===== src/rtl/card_pkg.sv =====
// Shared definitions for the card shoe: deck geometry, LFSR constants, FSM states
// and the card-width type used by the adder and the controller.
package card_pkg;
  localparam int          DECK_SIZE    = 52;
  localparam int          RANK_MAX     = 13;
  localparam int          CARD_W       = 4;
  localparam int          SEED_W       = 6;
  localparam logic [15:0] LFSR_TAPS    = 16'hB400;
  localparam logic [9:0]  LFSR_INIT_HI = 10'h2B1;

  typedef logic [CARD_W-1:0] card_t;

  typedef enum logic [2:0] {IDLE, FILL, SHUF, DEAL, RELEASE} state_e;

  // One Galois step: shift right, fold the taps in when a one falls off the end.
  function automatic logic [15:0] lfsr_step(input logic [15:0] s);
    return s[0] ? ((s >> 1) ^ LFSR_TAPS) : (s >> 1);
  endfunction
endpackage


===== src/rtl/shuffle_lfsr.sv =====
// 16-bit Galois LFSR with a seed load; the high bits are a fixed non-zero
// constant so the register can never lock up at zero.
module shuffle_lfsr
  import card_pkg::*;
#(
  parameter int SEED_W = card_pkg::SEED_W
) (
  input  logic              clk,
  input  logic              reset,
  input  logic              load,
  input  logic [SEED_W-1:0] seed,
  input  logic              step,
  output logic [15:0]       state
);
  logic [15:0] state_q, state_d;

  always_comb begin
    state_d = state_q;
    if (load)      state_d = {LFSR_INIT_HI, seed};
    else if (step) state_d = lfsr_step(state_q);
  end

  always_ff @(posedge clk) begin
    if (reset) state_q <= {LFSR_INIT_HI, {SEED_W{1'b0}}};
    else       state_q <= state_d;
  end

  assign state = state_q;
endmodule


===== src/rtl/card_shoe.sv =====
// Card source for the blackjack game: refills a flop deck, Fisher-Yates shuffles
// it with rejection sampling from an LFSR, then deals one card per request.
module card_shoe
  import card_pkg::*;
#(
  parameter int DECK_SIZE = card_pkg::DECK_SIZE,
  parameter int CARD_W    = card_pkg::CARD_W,
  parameter int SEED_W    = card_pkg::SEED_W
) (
  input  logic              clk,
  input  logic              reset,
  input  logic              shuffle_start,
  output logic              shuffle_ready,
  input  logic [SEED_W-1:0] seed,
  input  logic              card_start,
  output logic              card_ready,
  output logic [CARD_W-1:0] card,
  output logic              card_overflow
);
  localparam int IDX_W = 6;
  localparam int PTR_W = $clog2(DECK_SIZE + 1);

  state_e              state_q, state_d;
  logic [IDX_W-1:0]    i_q, i_d;
  logic [CARD_W-1:0]   rank_q, rank_d;
  logic [PTR_W-1:0]    ptr_q, ptr_d;
  logic [CARD_W-1:0]   card_q, card_d;
  logic                ovf_q, ovf_d;
  logic                srdy_q, srdy_d;
  logic                crdy_q, crdy_d;
  logic [CARD_W-1:0]   deck_q [DECK_SIZE];
  logic [CARD_W-1:0]   deck_d [DECK_SIZE];

  logic                lfsr_load, lfsr_step_en;
  logic [15:0]         lfsr_state;
  logic [IDX_W-1:0]    j;
  logic [IDX_W-1:0]    rd_idx;

  shuffle_lfsr #(.SEED_W(SEED_W)) u_lfsr (
    .clk   (clk),
    .reset (reset),
    .load  (lfsr_load),
    .seed  (seed),
    .step  (lfsr_step_en),
    .state (lfsr_state)
  );

  // The swap index is taken from the value the LFSR is stepping to this cycle.
  assign j      = IDX_W'(lfsr_step(lfsr_state));
  assign rd_idx = IDX_W'(ptr_q);

  always_comb begin
    state_d      = state_q;
    i_d          = i_q;
    rank_d       = rank_q;
    ptr_d        = ptr_q;
    card_d       = card_q;
    ovf_d        = ovf_q;
    srdy_d       = srdy_q;
    crdy_d       = crdy_q;
    deck_d       = deck_q;
    lfsr_load    = 1'b0;
    lfsr_step_en = 1'b0;
    case (state_q)
      IDLE: begin
        if (shuffle_start) begin
          lfsr_load = 1'b1;
          srdy_d    = 1'b0;
          crdy_d    = 1'b0;
          i_d       = '0;
          rank_d    = CARD_W'(1);
          state_d   = FILL;
        end else if (card_start) begin
          crdy_d  = 1'b0;
          state_d = DEAL;
        end
      end
      FILL: begin
        deck_d[i_q] = rank_q;
        rank_d      = (rank_q == CARD_W'(RANK_MAX)) ? CARD_W'(1) : rank_q + 1'b1;
        if (i_q == IDX_W'(DECK_SIZE - 1)) state_d = SHUF;
        else                              i_d     = i_q + 1'b1;
      end
      SHUF: begin
        lfsr_step_en = 1'b1;
        if (j <= i_q) begin
          deck_d[i_q] = deck_q[j];
          deck_d[j]   = deck_q[i_q];
          i_d         = i_q - 1'b1;
          if (i_q == IDX_W'(1)) begin
            ptr_d   = '0;
            ovf_d   = 1'b0;
            state_d = RELEASE;
          end
        end
      end
      DEAL: begin
        if (ptr_q < PTR_W'(DECK_SIZE)) begin
          card_d = deck_q[rd_idx];
          ptr_d  = ptr_q + 1'b1;
        end else begin
          card_d = '0;
          ovf_d  = 1'b1;
        end
        state_d = RELEASE;
      end
      RELEASE: begin
        // Wait for both levels to drop so a held request cannot retrigger.
        if (!shuffle_start && !card_start) begin
          srdy_d  = 1'b1;
          crdy_d  = 1'b1;
          state_d = IDLE;
        end
      end
      default: state_d = IDLE;
    endcase
  end

  always_ff @(posedge clk) begin
    if (reset) begin
      state_q <= IDLE;
      i_q     <= '0;
      rank_q  <= CARD_W'(1);
      ptr_q   <= PTR_W'(DECK_SIZE);
      card_q  <= '0;
      ovf_q   <= 1'b0;
      srdy_q  <= 1'b1;
      crdy_q  <= 1'b1;
    end else begin
      state_q <= state_d;
      i_q     <= i_d;
      rank_q  <= rank_d;
      ptr_q   <= ptr_d;
      card_q  <= card_d;
      ovf_q   <= ovf_d;
      srdy_q  <= srdy_d;
      crdy_q  <= crdy_d;
    end
  end

  always_ff @(posedge clk) begin
    deck_q <= deck_d;
  end

  assign shuffle_ready = srdy_q;
  assign card_ready    = crdy_q;
  assign card          = card_q;
  assign card_overflow = ovf_q;
endmodule


===== config.mk =====
export PLATFORM = sky130hd
export DESIGN_NAME = card_shoe
export DESIGN_NICKNAME = d
export VERILOG_FILES = /design/src/rtl/card_pkg.sv /design/src/rtl/shuffle_lfsr.sv /design/src/rtl/card_shoe.sv
export SDC_FILE = /design/constraint.sdc
export NUM_CORES = 1
export LEC_CHECK = 0
export ABC_AREA = 1
export BUFFER_PORTS_ARGS = -buffer_cell sky130_fd_sc_hd__buf_4
export CAP_MARGIN = 15
export CORE_MARGIN = 2
export CORE_UTILIZATION = 39
export CTS_CLUSTER_SIZE = 30
export DETAILED_ROUTE_END_ITERATION = 10
export REMOVE_ABC_BUFFERS = 1
export SYNTH_ARGS = -nofsm -noshare
export SYNTH_HDL_FRONTEND = slang
export SYNTH_SLANG_ARGS = --single-unit

===== constraint.sdc =====
create_clock -name clk -period 3.3 [get_ports clk]
set_input_delay 0.165 -clock clk [delete_from_list [all_inputs] [get_ports clk]]
set_output_delay 0.165 -clock clk [all_outputs]
set_load 0.02 [all_outputs]

# Yosys cells after proc, flatten, opt, wreduce, memory -nomap -nowiden
# Index checks and enable logic that the tools add are counted.
# word_totals
reg_bits	250
in_bits	10
output_inout_bits	7
word_cells	167
# classes
add_sub_neg	4
order_cmp	7
n_eq_ne	16
mux	53
bitwise	4
n_reduce_logical	21
# ops
op	n
$bwmux W208	3
$pmux W208 S2	1
$mux W208	1
$bmux W4 S6	3
$demux W4 S6	2
$mux W6	8
$mux W4	11
$ge A7 B7 Y1 const B	3
$not A6 Y7	3
$mux W3	6
$pmux W6 S3	1
$mux W16	1
$ne A2 B2 Y1 const B	8
$pmux W3 S5	1
$lt A7 B1 Y1 const B	2
$add A6 B1 Y6 const B	2
$pmux W6 S2	1
$reduce_and A4 Y1	3
$mux W1	10
$reduce_bool A2 Y1	5
$pmux W4 S2	1
$eq A3 B2 Y1 const B	2
$eq A6 B1 Y1 const B	1
$eq A6 B6 Y1 const B	1
18 further kinds	25

# Depth between registers and ports, before layout
# depth
word_depth	10
mapped_depth	17
ltp_nobuf	14

# Cells and area by module
# From an unflattened synthesis, not the netlist that was laid out.
# hier_totals
hier_cells	3346
area_unflattened_um2	20551.0
# by_module_without_submodules
module	n_inst	cells_each	area_each_um2	seq_area_each_um2
card_shoe	1	3245	19837.8	6766.5
shuffle_lfsr	1	101	713.2	320.3

# Worst setup path before layout
# No wires, ideal clock.
# synth_timing
path_type	reg-to-reg
from	reg i_q[1]
to	reg deck_q[0] (netlist bit) (enable)
arrival_ns	2.048
path_slack_ns	0.912
stages_incl_launch_ff	12
path_buffers	2
path_cell_list	dfxtp_1 -> inv_2 -> buf_1 -> ha_1 -> inv_1 -> nor2_1 -> o21ai_0 -> nand3_1 -> nand2_1 -> a21oi_1 -> clkbuf_1 -> a21oi_1
# synth_via
elab_chain_cells	3
# synth_lines
item	line_no	source
from (decl)	card_shoe.sv:24	logic [IDX_W-1:0] i_q, i_d;
from (signal assigned)	card_shoe.sv:131	i_q <= i_d;
$le A6 B6 Y1	card_shoe.sv:86	if (j <= i_q) begin
$ne A2 B2 Y1 (no source line)	-	
$reduce_and A2 Y1 (no source line)	-	
to (signal assigned)	card_shoe.sv:142	deck_q <= deck_d;
to (decl)	card_shoe.sv:31	logic [CARD_W-1:0] deck_q [DECK_SIZE];
# No other way between the ends.
# A chain may end at the register's enable or synchronous reset.

==> metrics.yaml <==
placedInstanceArea_sq_um: 21700
grt_pass1_vias: 20989
path_clk_slew_ns: 0.06
reg2regPathDepth: 11
wl_per_cell_um: 21.4
period_needed_ns: 2.93
cts_buffers: 30
drt_wl_total_um: 86300
final_area_sq_um: 22900
path_depth: 11
timing.rr.end: "deck_q[204]"
reg2reg_slack_ns: 0.37
cts_resized: 0
path_cells: "inv_2 > nand2_2 > buf_4 > o21ai_0 > o21ai_1 > nand2_1 > nor2_2 > nand2_4 > buf_12 > nand2_1 > nand3_1"
viasPerCell: 5.65
min_to: "state_q[1]"
cts.sinks: 250
max_freq_mhz: 341
synth_area_leaders: "edfxtp_1 30%, nand2_1 27%, nand3_1 6.8%, o21ai_0 6.5%, inv_1 5.0%"
cp_num_buf_inv: 3
drt_iter0_drc: 2684
die_h_um: 235
cts_buffer_depth: 3
synth_top_cell_by_area: "edfxtp_1"
setup_viol: 0
critical_path_class: "register to register"
tns_ns: 0
hpwlAfterDp_um: 58700
ant_nets: 0
h-tree-depth: 1
grt_use_total_pct: 30.6
drive_above_1_share_pct: 7.43
routabilityCongestion: 1.01
crit_path_top_delay_cell: "dfxtp_4"
critPathMaxFanout: 33
worstHoldStart: "shuffle_start"
fin_skew_ns: 0.0148
cp.arrival_ns: 3.27
rr_startpoint: "i_q[0]"
ir_worst_vdd_mv: 0.675
vias: 22759
slew_headroom_pct: 38.5
antenna_found_initial: 3
hold_path_class: "input pin to register"
yosys_warnings: 0
die_area_sq_um: 55300
rsz0062_at_grt: "false"
synthCells: 3364
period_share_pct: 88.9
crit_top_cell: "nand2_1"
grt_pass1_wl_um: 130000
p_per_area_nw_per_um2: 860
clk_latency_ns: 0.60
yosysUniqueCellTypes: 42
p_total_w: 0.0197
yosysSeqAreaShare_pct: 34.0
min_path_cells: 6
fp.dieW_um: 235
drtPass1Iterations: 6
pin_count: 17
cts-root-buf: "clkbuf_16"
max_cap_viol_count: 0
outcome: "finished clean"
rows: 84
drv_slew: 0
synth_area_sq_um: 20800
grt_max_degree: 78
worst_slew_pin_slew_ns: 0.919
drc: 0
area_delta_synth_final_pct: 9.91
crit_required_ns: 3.64
hold_violations: 0
core_sq_um: 52700
slowest_delay_ns: 0.62
fin_util_pct: 43.5
syn_area_per_cell_sq_um: 6.19
synth_top_area_share_pct: 30.0
nets: 3335
ys_seq_elements: 250
holdWs_ns: 0.0518
critical_path.top_delay_family: "simple AND/OR/NAND/NOR gates"
end_kind: "register"
global_route.overflow_total: 0
cts_tree: "done"
power.leakage_nw: 9.83
start_kind: "register"
start_util_pct: 39.5
port_buffers: 16
nFillCells: 5547
-- power breakdown --
| group | switching, W | internal [W] | leakage, nW |
|---|---|---|---|
| Combinational | 0.00915 | 0.00315 | 7.42 |
| Clock | 0.00145 | 0.00205 | 0.519 |
| Sequential | 0.000276 | 0.00361 | 1.89 |
-- cell families after synthesis --
logic type	Yosys count	share of synthesized area, %
and+or+nand+nor	2066	40.7
AOI/OAI and AO/OA	520	13.1
adders and majority gates	12	0.721
DFF	250	34.0
xor gates and xnor gates	7	0.294
buffers and inverters	509	11.1
-- cells in the mapped netlist, drive strengths merged --
library cell and number:
or2 2, edfxtp 208, nor4 2, o211ai 30, o32ai 1, xnor2 2
nand3 290, and2 1, o21bai 1, o2111ai 1, clkbuf 68, a31o 1
a221oi 1, nor2 177, dfxtp 42, inv 297, and3 1, a21oi 160
xor2 5, o22ai 14, clkinv 6, a31oi 8, ha 12, nand3b 4
a211oi 2, nand2 1523, buf 138, nor3 63, nand4 3, o21a 3
o21ai 298
-- how the worst max path moves through the flow --
stage / start / endpoint / slack (ns)
finish: i_q[0] / deck_q[204] / 0.37
global route: i_q[0] / deck_q[76] / 0.28
CTS: u_lfsr.state[4] / deck_q[190] / 0.49
detailed placement: u_lfsr.state[4] / deck_q[190] / 0.52
global placement: i_q[0] / deck_q[204] / 0.52
floorplan: u_lfsr.state[1] / deck_q[0] / -3.43
-- sequential cells by signal, summed over array words and instances, names as in the netlist --
name / count
u_lfsr.state: 16
card_overflow: 1
shuffle_ready: 1
i_q: 6
card_ready: 1
card: 4
state_q: 3
rank_q: 4
ptr_q: 6
deck_q: 208
-- worst min-delay path: stages --
cell and delay (ns):
buf_4 0.08, inv_1 0.04, nand2_1 0.08, nand4_1 0.09
nand3_1 0.10, inv_1 0.04
-- metrics by stage --
step           cells  setup slack [ns]
3_5_place_dp    3956             0.520
6_report        4027             0.366
5_1_grt         4025             0.278
4_1_cts         4025             0.495
3_3_place_gp    3956             0.525
2_1_floorplan   3158             -3.43
-- layer usage --
layer | global-route usage (%) | vias up | routed length [um] | part of all wire (%)
met2 | 46.6 | 1475 | 36700 | 42
met5 | 0 | - | 14 | 0.016
li1 | - | 10741 | - | -
met4 | 16.4 | 2 | 5310 | 6.2
met1 | 41.3 | 10221 | 34300 | 40
met3 | 5.57 | 320 | 10000 | 12
-- area by class of cell --
type                            count  area, sq um  area share, %
Clock buffer                       49          997           4.36
Antenna cell                        2         5.00         0.0219
Multi-Input combinational cell   2605        11400           50.0
Timing Repair Buffer              123         1310           5.71
Tap cell                          688          861           3.76
Sequential cell                   250         7100           31.0
Clock inverter                      7         40.0          0.175
Inverter                          303         1140           4.97
-- cell usage in the layout, fill, tap and decap left out, drive strengths merged --
cell type and count:
inv 301, and2 1, a31o 1, clkbuf 49
o22ai 14, diode 2, ha 12, nand2 1523
a221oi 1, dfxtp 42, nand4 3, o21bai 1
dlygate4sd3 13, o21ai 298, xor2 5, o21a 3
edfxtp 208, nor4 2, o2111ai 1, o32ai 1
a211oi 2, a21oi 160, a31oi 8, nor2 177
or2 2, o211ai 30, and3 1, nand3b 4
nor3 63, clkinv 9, xnor2 2, nand3 290
buf 110
-- repair_timing --
action / 4_1_cts / 5_1_grt
hold endpoints to repair: 15 / 0
hold buffers: 13 / 0
buffers inserted: 0 / 0
Note: power is estimated with default switching activity, not from simulation.
